--- src/rtl/dp_pkg.sv ---
`default_nettype none
// +----------------------------------------------------------------------+
// | Module : dp_pkg                                                      |
// | Shared opcodes, ALU control codes, FSM states and immediate types    |
// | for the multicycle RV32I-subset datapath.                            |
// | Rev    : 1.0  initial release                                        |
// +----------------------------------------------------------------------+
package dp_pkg;

    localparam logic [6:0] OPCODE_R  = 7'b0110011;
    localparam logic [6:0] OPCODE_I  = 7'b0010011;
    localparam logic [6:0] OPCODE_LW = 7'b0000011;
    localparam logic [6:0] OPCODE_S  = 7'b0100011;
    localparam logic [6:0] OPCODE_B  = 7'b1100011;

    localparam logic [3:0] ALU_ADD = 4'd0;
    localparam logic [3:0] ALU_SUB = 4'd1;
    localparam logic [3:0] ALU_AND = 4'd2;
    localparam logic [3:0] ALU_OR  = 4'd3;
    localparam logic [3:0] ALU_XOR = 4'd4;
    localparam logic [3:0] ALU_SLT = 4'd5;
    localparam logic [3:0] ALU_SLL = 4'd6;
    localparam logic [3:0] ALU_SRL = 4'd7;
    localparam logic [3:0] ALU_SRA = 4'd8;

    typedef enum logic [2:0] {
        S_IF   = 3'd0,
        S_ID   = 3'd1,
        S_EX   = 3'd2,
        S_MEM  = 3'd3,
        S_WB   = 3'd4,
        S_TRAP = 3'd5
    } state_t;

    typedef enum logic [1:0] {
        IMM_I = 2'd0,
        IMM_S = 2'd1,
        IMM_B = 2'd2
    } imm_type_t;

endpackage
`default_nettype wire

--- src/rtl/alu.sv ---
`default_nettype none
// +----------------------------------------------------------------------+
// | Module : alu                                                         |
// | Combinational integer ALU selected by a 4-bit control code.          |
// | Rev    : 1.0  initial release                                        |
// +----------------------------------------------------------------------+
module alu
    import dp_pkg::*;
#(
    parameter int WIDTH = 32
) (
    input  logic [WIDTH-1:0] a,
    input  logic [WIDTH-1:0] b,
    input  logic [3:0]       ctrl,
    output logic [WIDTH-1:0] y
);

    localparam int SHW = $clog2(WIDTH);

    // Operation select; shifts use only the low log2(WIDTH) bits of b
    always_comb begin
        y = '0;
        case (ctrl)
            ALU_ADD: y = a + b;
            ALU_SUB: y = a - b;
            ALU_AND: y = a & b;
            ALU_OR:  y = a | b;
            ALU_XOR: y = a ^ b;
            ALU_SLT: y = {{(WIDTH-1){1'b0}}, ($signed(a) < $signed(b))};
            ALU_SLL: y = a << b[SHW-1:0];
            ALU_SRL: y = a >> b[SHW-1:0];
            ALU_SRA: y = $unsigned($signed(a) >>> b[SHW-1:0]);
            default: y = '0;
        endcase
    end

endmodule
`default_nettype wire

--- src/rtl/multicycle_datapath_imm_gen.sv ---
`default_nettype none
// +----------------------------------------------------------------------+
// | Module : imm_gen                                                     |
// | Sign-extended I/S/B immediate extraction from the instruction word.  |
// | Rev    : 1.0  initial release                                        |
// +----------------------------------------------------------------------+
module imm_gen
    import dp_pkg::*;
(
    input  logic [31:7] instr,
    input  imm_type_t   imm_type,
    output logic [31:0] imm
);

    // Immediate field reassembly per format
    always_comb begin
        imm = {{20{instr[31]}}, instr[31:20]};
        case (imm_type)
            IMM_S:   imm = {{20{instr[31]}}, instr[31:25], instr[11:7]};
            IMM_B:   imm = {{19{instr[31]}}, instr[31], instr[7], instr[30:25], instr[11:8], 1'b0};
            default: imm = {{20{instr[31]}}, instr[31:20]};
        endcase
    end

endmodule
`default_nettype wire

--- src/rtl/regfile.sv ---
`default_nettype none
// +----------------------------------------------------------------------+
// | Module : regfile                                                     |
// | 32-entry register file, two async read ports, one sync write port.   |
// | x0 reads as zero and ignores writes. Storage is not reset.           |
// | Rev    : 1.0  initial release                                        |
// +----------------------------------------------------------------------+
module regfile #(
    parameter int WIDTH = 32
) (
    input  logic             clk,
    input  logic             we,
    input  logic [4:0]       waddr,
    input  logic [WIDTH-1:0] wdata,
    input  logic [4:0]       raddr1,
    input  logic [4:0]       raddr2,
    output logic [WIDTH-1:0] rdata1,
    output logic [WIDTH-1:0] rdata2
);

    logic [WIDTH-1:0] regs [32];

    // Write port; x0 is hardwired so its writes are dropped
    always_ff @(posedge clk) begin
        if (we && (waddr != 5'd0)) begin
            regs[waddr] <= wdata;
        end
    end

    assign rdata1 = (raddr1 == 5'd0) ? '0 : regs[raddr1];
    assign rdata2 = (raddr2 == 5'd0) ? '0 : regs[raddr2];

endmodule
`default_nettype wire

--- src/rtl/multicycle_datapath.sv ---
`default_nettype none
// +----------------------------------------------------------------------+
// | Module : multicycle_datapath                                         |
// | Multicycle RV32I-subset datapath with IF/ID/EX/MEM/WB control FSM,   |
// | valid-handshake fetch and ready-handshake data memory.               |
// | Rev    : 1.0  initial release                                        |
// +----------------------------------------------------------------------+
module multicycle_datapath
    import dp_pkg::*;
#(
    parameter logic [31:0] INITIAL_PC  = 32'h00400000,
    parameter int          DATAWIDTH   = 32,
    parameter int          CHECK_ALIGN = 1
) (
    input  logic        clk,
    input  logic        rst_n,
    output logic        imem_req,
    output logic [31:0] imem_addr,
    input  logic [31:0] imem_rdata,
    input  logic        imem_valid,
    output logic        dmem_req,
    output logic        dmem_we,
    output logic [31:0] dmem_addr,
    output logic [31:0] dmem_wdata,
    input  logic [31:0] dmem_rdata,
    input  logic        dmem_ready,
    output logic [31:0] pc,
    output logic        retire,
    output logic        trap
);

    generate
        if (DATAWIDTH != 32) begin : g_width_check
            $error("multicycle_datapath: only DATAWIDTH=32 is supported");
        end
    endgenerate

    state_t               state, next_state;
    logic [31:0]          ir;
    logic [DATAWIDTH-1:0] reg_a, reg_b, alu_out, mdr;
    logic [6:0]           opcode;
    logic [2:0]           funct3;
    logic [4:0]           rd, rs1, rs2;
    logic                 is_r, is_i, is_lw, is_sw, is_br, legal;
    imm_type_t            imm_type;
    logic [31:0]          imm;
    logic [3:0]           alu_ctrl;
    logic [DATAWIDTH-1:0] alu_b, alu_y, rf_rdata1, rf_rdata2, rf_wdata;
    logic                 rf_we, br_taken, mem_misaligned, br_misaligned;
    logic [31:0]          pc_plus4, br_target;

    assign opcode = ir[6:0];
    assign rd     = ir[11:7];
    assign funct3 = ir[14:12];
    assign rs1    = ir[19:15];
    assign rs2    = ir[24:20];

    // SLTU/SLTIU (funct3=011) is outside the supported subset
    assign is_r  = (opcode == OPCODE_R) && (funct3 != 3'b011);
    assign is_i  = (opcode == OPCODE_I) && (funct3 != 3'b011);
    assign is_lw = (opcode == OPCODE_LW) && (funct3 == 3'b010);
    assign is_sw = (opcode == OPCODE_S) && (funct3 == 3'b010);
    assign is_br = (opcode == OPCODE_B) && (funct3[2:1] == 2'b00);
    assign legal = is_r || is_i || is_lw || is_sw || is_br;

    assign imm_type = is_sw ? IMM_S : (is_br ? IMM_B : IMM_I);

    imm_gen u_imm_gen (
        .instr    (ir[31:7]),
        .imm_type (imm_type),
        .imm      (imm)
    );

    // ALU control from funct3/funct7; SUB exists only in R-type, SRA in both
    always_comb begin
        alu_ctrl = ALU_ADD;
        if (is_r || is_i) begin
            case (funct3)
                3'b000:  alu_ctrl = (is_r && ir[30]) ? ALU_SUB : ALU_ADD;
                3'b001:  alu_ctrl = ALU_SLL;
                3'b010:  alu_ctrl = ALU_SLT;
                3'b100:  alu_ctrl = ALU_XOR;
                3'b101:  alu_ctrl = ir[30] ? ALU_SRA : ALU_SRL;
                3'b110:  alu_ctrl = ALU_OR;
                3'b111:  alu_ctrl = ALU_AND;
                default: alu_ctrl = ALU_ADD;
            endcase
        end
    end

    assign alu_b = is_r ? reg_b : imm;

    alu #(.WIDTH(DATAWIDTH)) u_alu (
        .a    (reg_a),
        .b    (alu_b),
        .ctrl (alu_ctrl),
        .y    (alu_y)
    );

    assign rf_we    = (state == S_WB);
    assign rf_wdata = is_lw ? mdr : alu_out;

    regfile #(.WIDTH(DATAWIDTH)) u_regfile (
        .clk    (clk),
        .we     (rf_we),
        .waddr  (rd),
        .wdata  (rf_wdata),
        .raddr1 (rs1),
        .raddr2 (rs2),
        .rdata1 (rf_rdata1),
        .rdata2 (rf_rdata2)
    );

    assign br_taken       = (reg_a == reg_b) ^ funct3[0];
    assign pc_plus4       = pc + 32'd4;
    assign br_target      = pc + imm;
    assign mem_misaligned = (CHECK_ALIGN != 0) && (alu_y[1:0] != 2'b00);
    assign br_misaligned  = (CHECK_ALIGN != 0) && br_target[1];

    assign imem_addr  = pc;
    assign dmem_addr  = alu_out;
    assign dmem_wdata = reg_b;
    assign trap       = (state == S_TRAP);

    // State register
    always_ff @(posedge clk or negedge rst_n) begin
        if (!rst_n) begin
            state <= S_IF;
        end else begin
            state <= next_state;
        end
    end

    // Next-state and handshake outputs; fetch request is gated by reset so it drops immediately
    always_comb begin
        next_state = state;
        imem_req   = 1'b0;
        dmem_req   = 1'b0;
        dmem_we    = 1'b0;
        retire     = 1'b0;
        case (state)
            S_IF: begin
                imem_req = rst_n;
                if (imem_valid) next_state = S_ID;
            end
            S_ID: begin
                next_state = legal ? S_EX : S_TRAP;
            end
            S_EX: begin
                if (is_br) begin
                    if (br_taken && br_misaligned) begin
                        next_state = S_TRAP;
                    end else begin
                        retire     = 1'b1;
                        next_state = S_IF;
                    end
                end else if (is_lw || is_sw) begin
                    next_state = mem_misaligned ? S_TRAP : S_MEM;
                end else begin
                    next_state = S_WB;
                end
            end
            S_MEM: begin
                dmem_req = 1'b1;
                dmem_we  = is_sw;
                if (dmem_ready) begin
                    if (is_sw) begin
                        retire     = 1'b1;
                        next_state = S_IF;
                    end else begin
                        next_state = S_WB;
                    end
                end
            end
            S_WB: begin
                retire     = 1'b1;
                next_state = S_IF;
            end
            S_TRAP: begin
                next_state = S_TRAP;
            end
            default: begin
                next_state = S_TRAP;
            end
        endcase
    end

    // Datapath registers; PC moves only on the retire cycle
    always_ff @(posedge clk or negedge rst_n) begin
        if (!rst_n) begin
            pc      <= INITIAL_PC;
            ir      <= '0;
            reg_a   <= '0;
            reg_b   <= '0;
            alu_out <= '0;
            mdr     <= '0;
        end else begin
            if ((state == S_IF) && imem_valid) ir <= imem_rdata;
            if (state == S_ID) begin
                reg_a <= rf_rdata1;
                reg_b <= rf_rdata2;
            end
            if (state == S_EX) alu_out <= alu_y;
            if ((state == S_MEM) && dmem_ready && is_lw) mdr <= dmem_rdata;
            if (retire) pc <= ((state == S_EX) && br_taken) ? br_target : pc_plus4;
        end
    end

endmodule
`default_nettype wire
--- config.mk ---
export PLATFORM = sky130hd
export DESIGN_NAME = multicycle_datapath
export DESIGN_NICKNAME = d
export VERILOG_FILES = /design/src/rtl/dp_pkg.sv /design/src/rtl/alu.sv /design/src/rtl/multicycle_datapath_imm_gen.sv /design/src/rtl/regfile.sv /design/src/rtl/multicycle_datapath.sv
export SDC_FILE = /design/constraint.sdc
export NUM_CORES = 2
export LEC_CHECK = 0
export BUFFER_PORTS_ARGS = -buffer_cell sky130_fd_sc_hd__buf_4
export CORE_MARGIN = 5
export CORE_UTILIZATION = 35
export DETAILED_ROUTE_END_ITERATION = 8
export GPL_TIMING_DRIVEN = 0
export PLACE_DENSITY = 0.59
export SYNTH_ARGS = -nofsm -noshare
export SYNTH_HDL_FRONTEND = slang
export SYNTH_SLANG_ARGS = --single-unit
--- constraint.sdc ---
create_clock -name clk -period 11.8 [get_ports clk]
set_input_delay 0 -clock clk [delete_from_list [all_inputs] [get_ports clk]]
set_output_delay 0 -clock clk [all_outputs]
set_load 0.005 [all_outputs]
# [Word level (Yosys, flattened, before mapping)]
# Memories as Yosys holds them, arrays and structs flattened.
# Index checks and enable logic that the tools add are counted.
[word_totals] regBits=195 ram_bits=1024 in_bits=68 output_inout_bits=133 elab_cells=108 mem_count=1
[mem_list] name="u_regfile.regs" depth=32 word_bits=32 rd=2 rd_ports_with_merged_regs=0 write_ports=1 line="regfile.sv:21" rtl="logic [WIDTH-1:0] regs [32];"
[classes] addsub=4 n_lt_le_gt_ge=1 n_eq_ne=30 shift=3 mux=32 n_bitwise=4 reduce_logical=26
[ops] operator="32-bit one-hot mux with 9 select lines" count=1
[ops] operator="32-bit 2-to-1 mux" count=5
[ops] operator="32-bit adder" count=2
[ops] operator="32-bit by 3-bit adder with 32-bit output, second input constant" count=1
[ops] operator="32-bit bitwise AND" count=1
[ops] operator="32-bit equality test" count=1
[ops] operator="32-bit less-than comparator" count=1
[ops] operator="32-bit bitwise OR" count=1
[ops] operator="32-bit by 5-bit << shifter with 32-bit output" count=1
[ops] operator="32-bit by 5-bit right shift with 32-bit output" count=1
[ops] operator="32-bit by 5-bit >>> shifter with 32-bit output" count=1
[ops] operator="32-bit subtractor" count=1
[ops] operator="32-bit XOR" count=1
[ops] operator="4-bit one-hot mux with 7 select lines" count=1
[ops] operator="3-bit 2-to-1 mux" count=8
[ops] operator="12-bit one-hot mux with 2 select lines" count=1
[ops] operator="3-bit equality test, second input constant" count=6
[ops] operator="4-bit by 3-bit equality test with 1-bit output, second input constant" count=4
[ops] operator="3-bit one-hot mux with 5 select lines" count=1
[ops] operator="7-bit by 6-bit equality test with 1-bit output, second input constant" count=2
[ops] operator="1-bit logical AND" count=12
[ops] operator="5-bit zero test" count=2
[ops] operator="1-bit 2-to-1 mux" count=10
[ops] operator="3-bit by 2-bit equality test with 1-bit output, second input constant" count=3
[ops] operator="22 further kinds" count=32

# [Logic depth before layout (Yosys ltp)]
[logic_depth] depth_word=14 ltp_mapped=24 mapped_depth_nobuf=19

# [Cells and area by module]
# From an unflattened synthesis, not the netlist that was laid out.
[hier_totals] cells_unflattened=4919 area_unflattened_um2=67617.4
[modules_own_cells] mod="regfile" n_inst=1 cells_per_inst=2564 area_per_inst_um2=47929.7 seq_area_each_um2=30749.5
[modules_own_cells] mod="multicycle_datapath" n_inst=1 cells_per_inst=1080 area_per_inst_um2=11148.2 seq_area_each_um2=4880.9
[modules_own_cells] mod="alu" n_inst=1 cells_per_inst=1226 area_per_inst_um2=8219.1 seq_area_each_um2=0.0
[modules_own_cells] mod="imm_gen" n_inst=1 cells_per_inst=49 area_per_inst_um2=320.3 seq_area_each_um2=0.0

# [Least setup slack after synthesis]
# OpenSTA, ideal clock, no wires.
[synth_path] path_kind="reg2reg" from="register ir[1]" to="register alu_out[30], in the netlist dmem_addr[30]" setup_ps=126 arrival_ps=5402 t_required_ps=11674 slack_ps=6272 path_stages_with_launch=24 n_path_buf=6 period_less_slack_ps=5528 path_cell_list="dfrtp_1 and4bb_1 buf_2 o2111ai_1 clkbuf_1 o21a_1 buf_6 clkbuf_1 buf_2 buf_1 ha_1 inv_1 fa_1 nor2b_1 o21bai_1 a2111oi_0 o21bai_1 o2111ai_1 nand4_1 and4_1 a211oi_1 a31oi_1 mux2i_1 o32a_1"
[synth_via] elab_chain_cells=9 elab_cells_between_ends=37 cone_classes="add/sub (2); eq/ne (14); shift (3); mux (8); bitwise (3); reduce/logical (7)"
[synth_lines] item="start, declared" line="multicycle_datapath.sv:39" rtl="logic [31:0] ir;"
[synth_lines] item="start signal, assigned" line="multicycle_datapath.sv:198" rtl="if ((state == S_IF) && imem_valid) ir <= imem_rdata;"
[synth_lines] item="7-bit equality test" line="multicycle_datapath.sv:63" rtl="assign is_br = (opcode == OPCODE_B) && (funct3[2:1] == 2'b00);"
[synth_lines] item="1-bit logical AND" line="multicycle_datapath.sv:63"
[synth_lines] item="2-bit 2-to-1 mux (2 in a row)" line="multicycle_datapath.sv:66" rtl="assign imm_type = is_sw ? IMM_S : (is_br ? IMM_B : IMM_I);"
[synth_lines] item="2-bit equality test / 2-bit by 1-bit equality test with 1-bit output (equally long branches)" line="multicycle_datapath_imm_gen.sv:18" rtl="case (imm_type)"
[synth_lines] item="12-bit one-hot mux with 2 select lines" line="multicycle_datapath_imm_gen.sv:18"
[synth_lines] item="32-bit 2-to-1 mux" line="multicycle_datapath.sv:91" rtl="assign alu_b = is_r ? reg_b : imm;"
[synth_lines] item="32-bit subtractor, or another cell as far along" line="alu.sv:25" rtl="ALU_SUB: y = a - b;"
[synth_lines] item="32-bit one-hot mux with 9 select lines *" line="alu.sv:23" rtl="case (ctrl)"
[synth_lines] item="end signal, assigned" line="multicycle_datapath.sv:203" rtl="if (state == S_EX) alu_out <= alu_y;"
[synth_lines] item="end, declared" line="multicycle_datapath.sv:40" rtl="logic [DATAWIDTH-1:0] reg_a, reg_b, alu_out, mdr;"
# Mark *: on every way between the ends. The rest lies on a longest branch, timed or not.
# A chain may end at the register's enable or synchronous reset.

# [Final worst setup path]
[layout_path] from="register ir[23]" to="register alu_out[30], in the netlist dmem_addr[30]"
[layout_via] elab_chain_cells=4 elab_cells_between_ends=8 cone_classes="add/sub (2); shift (3); mux (3)"
[layout_lines] item="12-bit one-hot mux with 2 select lines *" line="multicycle_datapath_imm_gen.sv:18"
[layout_lines] item="32-bit 2-to-1 mux *" line="multicycle_datapath.sv:91"
[layout_lines] item="32-bit subtractor, or another cell as far along" line="alu.sv:25"
[layout_lines] item="32-bit one-hot mux with 9 select lines *" line="alu.sv:23"
# Marks and branches as above.

==> key figures <==
Outcome
  – Status: finished with violations
  – Failing checks: capacitance limit, slew limit

Worst setup path
  – Critical path arrival: 9.42 ns
  – CP startpoint: ir[23]
  – Top cell by count, worst path: clkbuf_1
  – Kind of critical path: flip-flop to flip-flop
  – R2R Path Start: ir[23]
  – CP Cell Sequence: clkbuf_1 -> a211oi_1 -> or2_1 -> buf_2 -> clkinv_1 -> clkbuf_1 -> clkbuf_1 -> buf_1 -> ha_1 -> a21o_1 -> a21oi_1 -> a2111oi_0 -> o21bai_1 -> o2111ai_1 -> nand4_1 -> and4_1 -> a211oi_1 -> a31oi_1 -> mux2i_1 -> o32a_1
  – Worst-path maximum fanout: 10
  – Slowest CP cell: clkbuf_1
  – Worst Path Buf+Inv: 6
  – Critical path required time: 12.46 ns
  – CP Capture Type: flip-flop
  – CP startpoint kind: flip-flop
  – CP top delay family: buffers and inverters
  – Largest stage delay, worst path: 0.95 ns

Die
  – Die height: 449 µm
  – Rows: 161
  – # IOs: 201
  – Core area: 0.192 mm²
  – Die X: 449 µm
  – Initial Utilization: 35.1%
  – DIE AREA: 0.202 mm²

Synth
  – Top_reg_cell synth: edfxtp_1
  – Mapped Cells: 5,435
  – Area leader, netlist: edfxtp_1
  – Ys async rst share: 16.0%
  – Seq cells post-synth: 1,219
  – Syn_area_per_cell: 12.4 µm²
  – Post-synth EDFFs: 1,024
  – Post-synthesis cell type count: 102
  – Top cell type's share of synthesized area: 45.5%
  – Mapped Area: 0.0676 mm²
  – Synth warn: 0
  – Largest cells by area after synthesis: edfxtp_1 (46%), mux4_2 (8.9%), dfrtp_1 (7.2%), mux2i_1 (7.1%), a21oi_1 (4.0%)
  – Register area share after synthesis: 52.7%

Routing
  – Avg WL per Cell: 34.1 µm
  – M1 WL: 111,000 µm
  – Met2 WL: 134,000 µm
  – Met3 wire length: 30,800 µm
  – Antenna Nets Post-Route: 0
  – WL final: 294,000 µm
  – Max Used Layer: met5
  – Vias: 54,100
  – First-pass DRT Iterations: 6
  – Drt first-iter violations: 7,516
  – # DRC: 0
  – Via density: 6.28

Pwr
  – Cell Pwr Density: 115 mW/mm²
  – Pleak: 23.7 nW
  – Pint: 7.13 mW
  – Sw power: 1.97 mW
  – Switching Share: 21.6%
  – Worst VDD drop: 0.124 mV
  – Comb pwr share: 1.0%
  – Clk pwr share: 48.3%
  – Register share of total power: 50.7%

Timing
  – Hold Vio Cnt, Final: 0
  – Worst slew margin: -2.29%
  – Setup violators final: 0
  – Period Utilization, post-route: 74.2%
  – Final Skew: 0.0650 ns
  – RSZ-0062 raised after global routing: false
  – Worst Tran Pin Value: 1.53 ns
  – Hold slack: 0.0350 ns
  – Fmax achieved: 0.114 GHz
  – Max-slew violations: 21
  – Minimum clock period: 8.75 ns
  – Setup TNS: 0 ns

Layout
  – Nets@finish: 6,165
  – Layout Cells excl Fill: 8,616
  – Layout area overhead: 17.4%
  – Share of cells above drive strength 1: 18.1%

Clock tree
  – # resized after CTS: 0
  – CTS Buf Count: 136
  – Reg clk slew, reported paths: 0.07 ns
  – Maximum buffer depth of the clock tree: 3
  – CTS H-tree depth: 4
  – CTS tree: done
  – Clk_lat worst skew: 0.81 ns
  – Root buf cell: clkbuf_16
  – Clk sinks: 1,219

Placed design
  – Routability Congestion: 1.02
  – Post-DP HPWL: 222,000 µm
  – Post-Place Cells: 8,256
  – IO buf count: 200

GRT
  – Gr usage total: 28.0%
  – Global-route wire length before repair: 406,000 µm
  – Number of global-route vias before repair: 52,700
  – Grt ovf: 0
  – Pin count of the biggest net entering global routing: 80
  – Initial antenna violation count: 22

Worst hold path
  – Worst min-delay path category: input pin to flip-flop
  – HP Start: imem_rdata[15]

Flow run
  – Maxcap violations: 3
power by group through the flow:
stage | Combinational, mW | Sequential (mW) | Clock, mW
2_1_floorplan | 0.00984 | 4.70 | 0
3_3_place_gp | 0.0590 | 4.70 | 0
3_5_place_dp | 0.0622 | 4.70 | 0
4_1_cts | 0.0925 | 4.61 | 4.43
5_1_grt | 0.0997 | 4.61 | 4.60
6_report | 0.0932 | 4.61 | 4.39
what timing repair did:
| item | 4_1_cts | 5_1_grt |
|---|---|---|
| endpoints found under the hold margin | 191 | 0 |
| buffers inserted | 0 | 0 |
| hold buffers | 108 | 0 |
layer usage:
metal,vias to the layer above,GRT usage (%)
li1,22500,-
met5,-,0
met2,3453,44.6
met1,27300,35.5
met3,781,6.79
met4,6,14.5
stage by stage:
step	setup WS [ns]	instance area [µm²]	utilization (%)	total power, mW
final	3.05	79300	41.2	9.10
after global routing	3.09	79300	41.2	9.31
after CTS	3.36	79300	41.2	9.13
after detailed placement	3.40	73600	38.3	4.77
after global placement	1.91	72400	37.6	4.76
after floorplan	6.27	67700	-	4.71
synthesized netlist by cell type (all sizes together), types with 7 or more instances:
master / count
a211oi: 36
nand2: 286
or4: 7
nand4: 17
o31ai: 11
o22ai: 178
nor2b: 14
a21boi: 13
o32a: 16
a221oi: 16
or3: 13
a211o: 9
a311oi: 7
a21o: 53
mux2: 230
edfxtp: 1024
o221ai: 142
a41oi: 8
o21a: 18
a31oi: 30
and2: 16
o21ai: 313
nor2: 295
and3: 18
inv: 116
a22oi: 17
nand3: 67
mux2i: 476
o2111ai: 17
xor2: 16
o22a: 8
clkbuf: 298
xnor2: 62
a21oi: 535
o211ai: 54
mux4: 268
o21bai: 21
dfrtp: 194
buf: 134
nor3: 115
ha: 120
or2: 15
nand2b: 19
a2111oi: 13
nor4: 14
registers in the layout (all words and copies together) (netlist names):
| signal | cells |
|---|---|
| imem_addr | 32 |
| state | 3 |
| ir | 32 |
| dmem_wdata | 32 |
| mdr | 32 |
| u_regfile.regs | 1024 |
| dmem_addr | 32 |
| reg_a | 32 |
layout by cell type (no fill, tap or decap), types with 17 or more instances in the layout:
| master | n |
|---|---|
| o21bai_1 | 21 |
| and3_1 | 18 |
| clkbuf_1 | 333 |
| a21oi_1 | 534 |
| buf_1 | 76 |
| clkbuf_16 | 137 |
| mux2i_1 | 476 |
| o21ai_0 | 310 |
| nor3_1 | 107 |
| mux4_2 | 268 |
| buf_4 | 242 |
| dfrtp_1 | 194 |
| o21a_1 | 18 |
| conb_1 | 32 |
| o221ai_1 | 142 |
| ha_1 | 120 |
| a21o_1 | 53 |
| buf_2 | 21 |
| xnor2_1 | 62 |
| nand3_1 | 67 |
| nor2_1 | 269 |
| nand2_1 | 285 |
| o211ai_1 | 53 |
| nor2_4 | 24 |
| a31oi_1 | 30 |
| buf_6 | 27 |
| o22ai_1 | 178 |
| nand2b_1 | 19 |
| edfxtp_1 | 1024 |
| a22oi_1 | 17 |
| clkinv_2 | 20 |
| inv_1 | 114 |
| dlygate4sd3_1 | 107 |
| a211oi_1 | 34 |
| mux2_2 | 230 |
| nand4_1 | 17 |
cells by family after synthesis:
logic type                 count (synthesis)  share of synthesized area (%)
DFF                                     1219                           52.7
other                                      1                        0.00555
xor gates and xnor gates                  78                           1.01
and+or+nand+nor                          922                           6.20
muxes                                    974                           19.8
buffers and inverters                    551                           3.32
adders and majority gates                121                           2.25
AOI/OAI and AO/OA                       1569                           14.7
worst register-to-register path, stage by stage (launching register included):
cell and delay, ns:
dfrtp_1 0.32, clkbuf_1 0.95, a211oi_1 0.29, or2_1 0.30, buf_2 0.22, clkinv_1 0.28, clkbuf_1 0.61, clkbuf_1 0.71
buf_1 0.73, ha_1 0.53, a21o_1 0.16, a21oi_1 0.10, a2111oi_0 0.93, o21bai_1 0.32, o2111ai_1 0.45, nand4_1 0.20
and4_1 0.24, a211oi_1 0.52, a31oi_1 0.25, mux2i_1 0.16, o32a_1 0.35
area by class of cell:
| class | count | area, µm² |
|---|---|---|
| Inverter | 119 | 447 |
| Timing Repair Buffer | 372 | 3640 |
| Tap cell | 2526 | 3160 |
| Buffer | 432 | 1800 |
| Multi-Input combinational cell | 3696 | 30100 |
| Sequential cell | 1219 | 35600 |
| Clock inverter | 64 | 861 |
| Fill cell | 17800 | 113000 |
| Antenna cell | 5 | 12.5 |
| Clock buffer | 183 | 3710 |
worst paths after layout:
path / end / slack [ns] / cells past startpoint
max: dmem_addr[30] / 3.05 / 20
min: ir[15] / 0.04 / 3
max reg2reg: dmem_addr[30] / 3.05 / 20
min reg2reg: mdr[27] / 0.50 / 1
max in group asynchronous: ir[8] / 10.63 / 5
min in group asynchronous: dmem_addr[12] / 0.28 / 4
(Power assumes the default switching activity.)
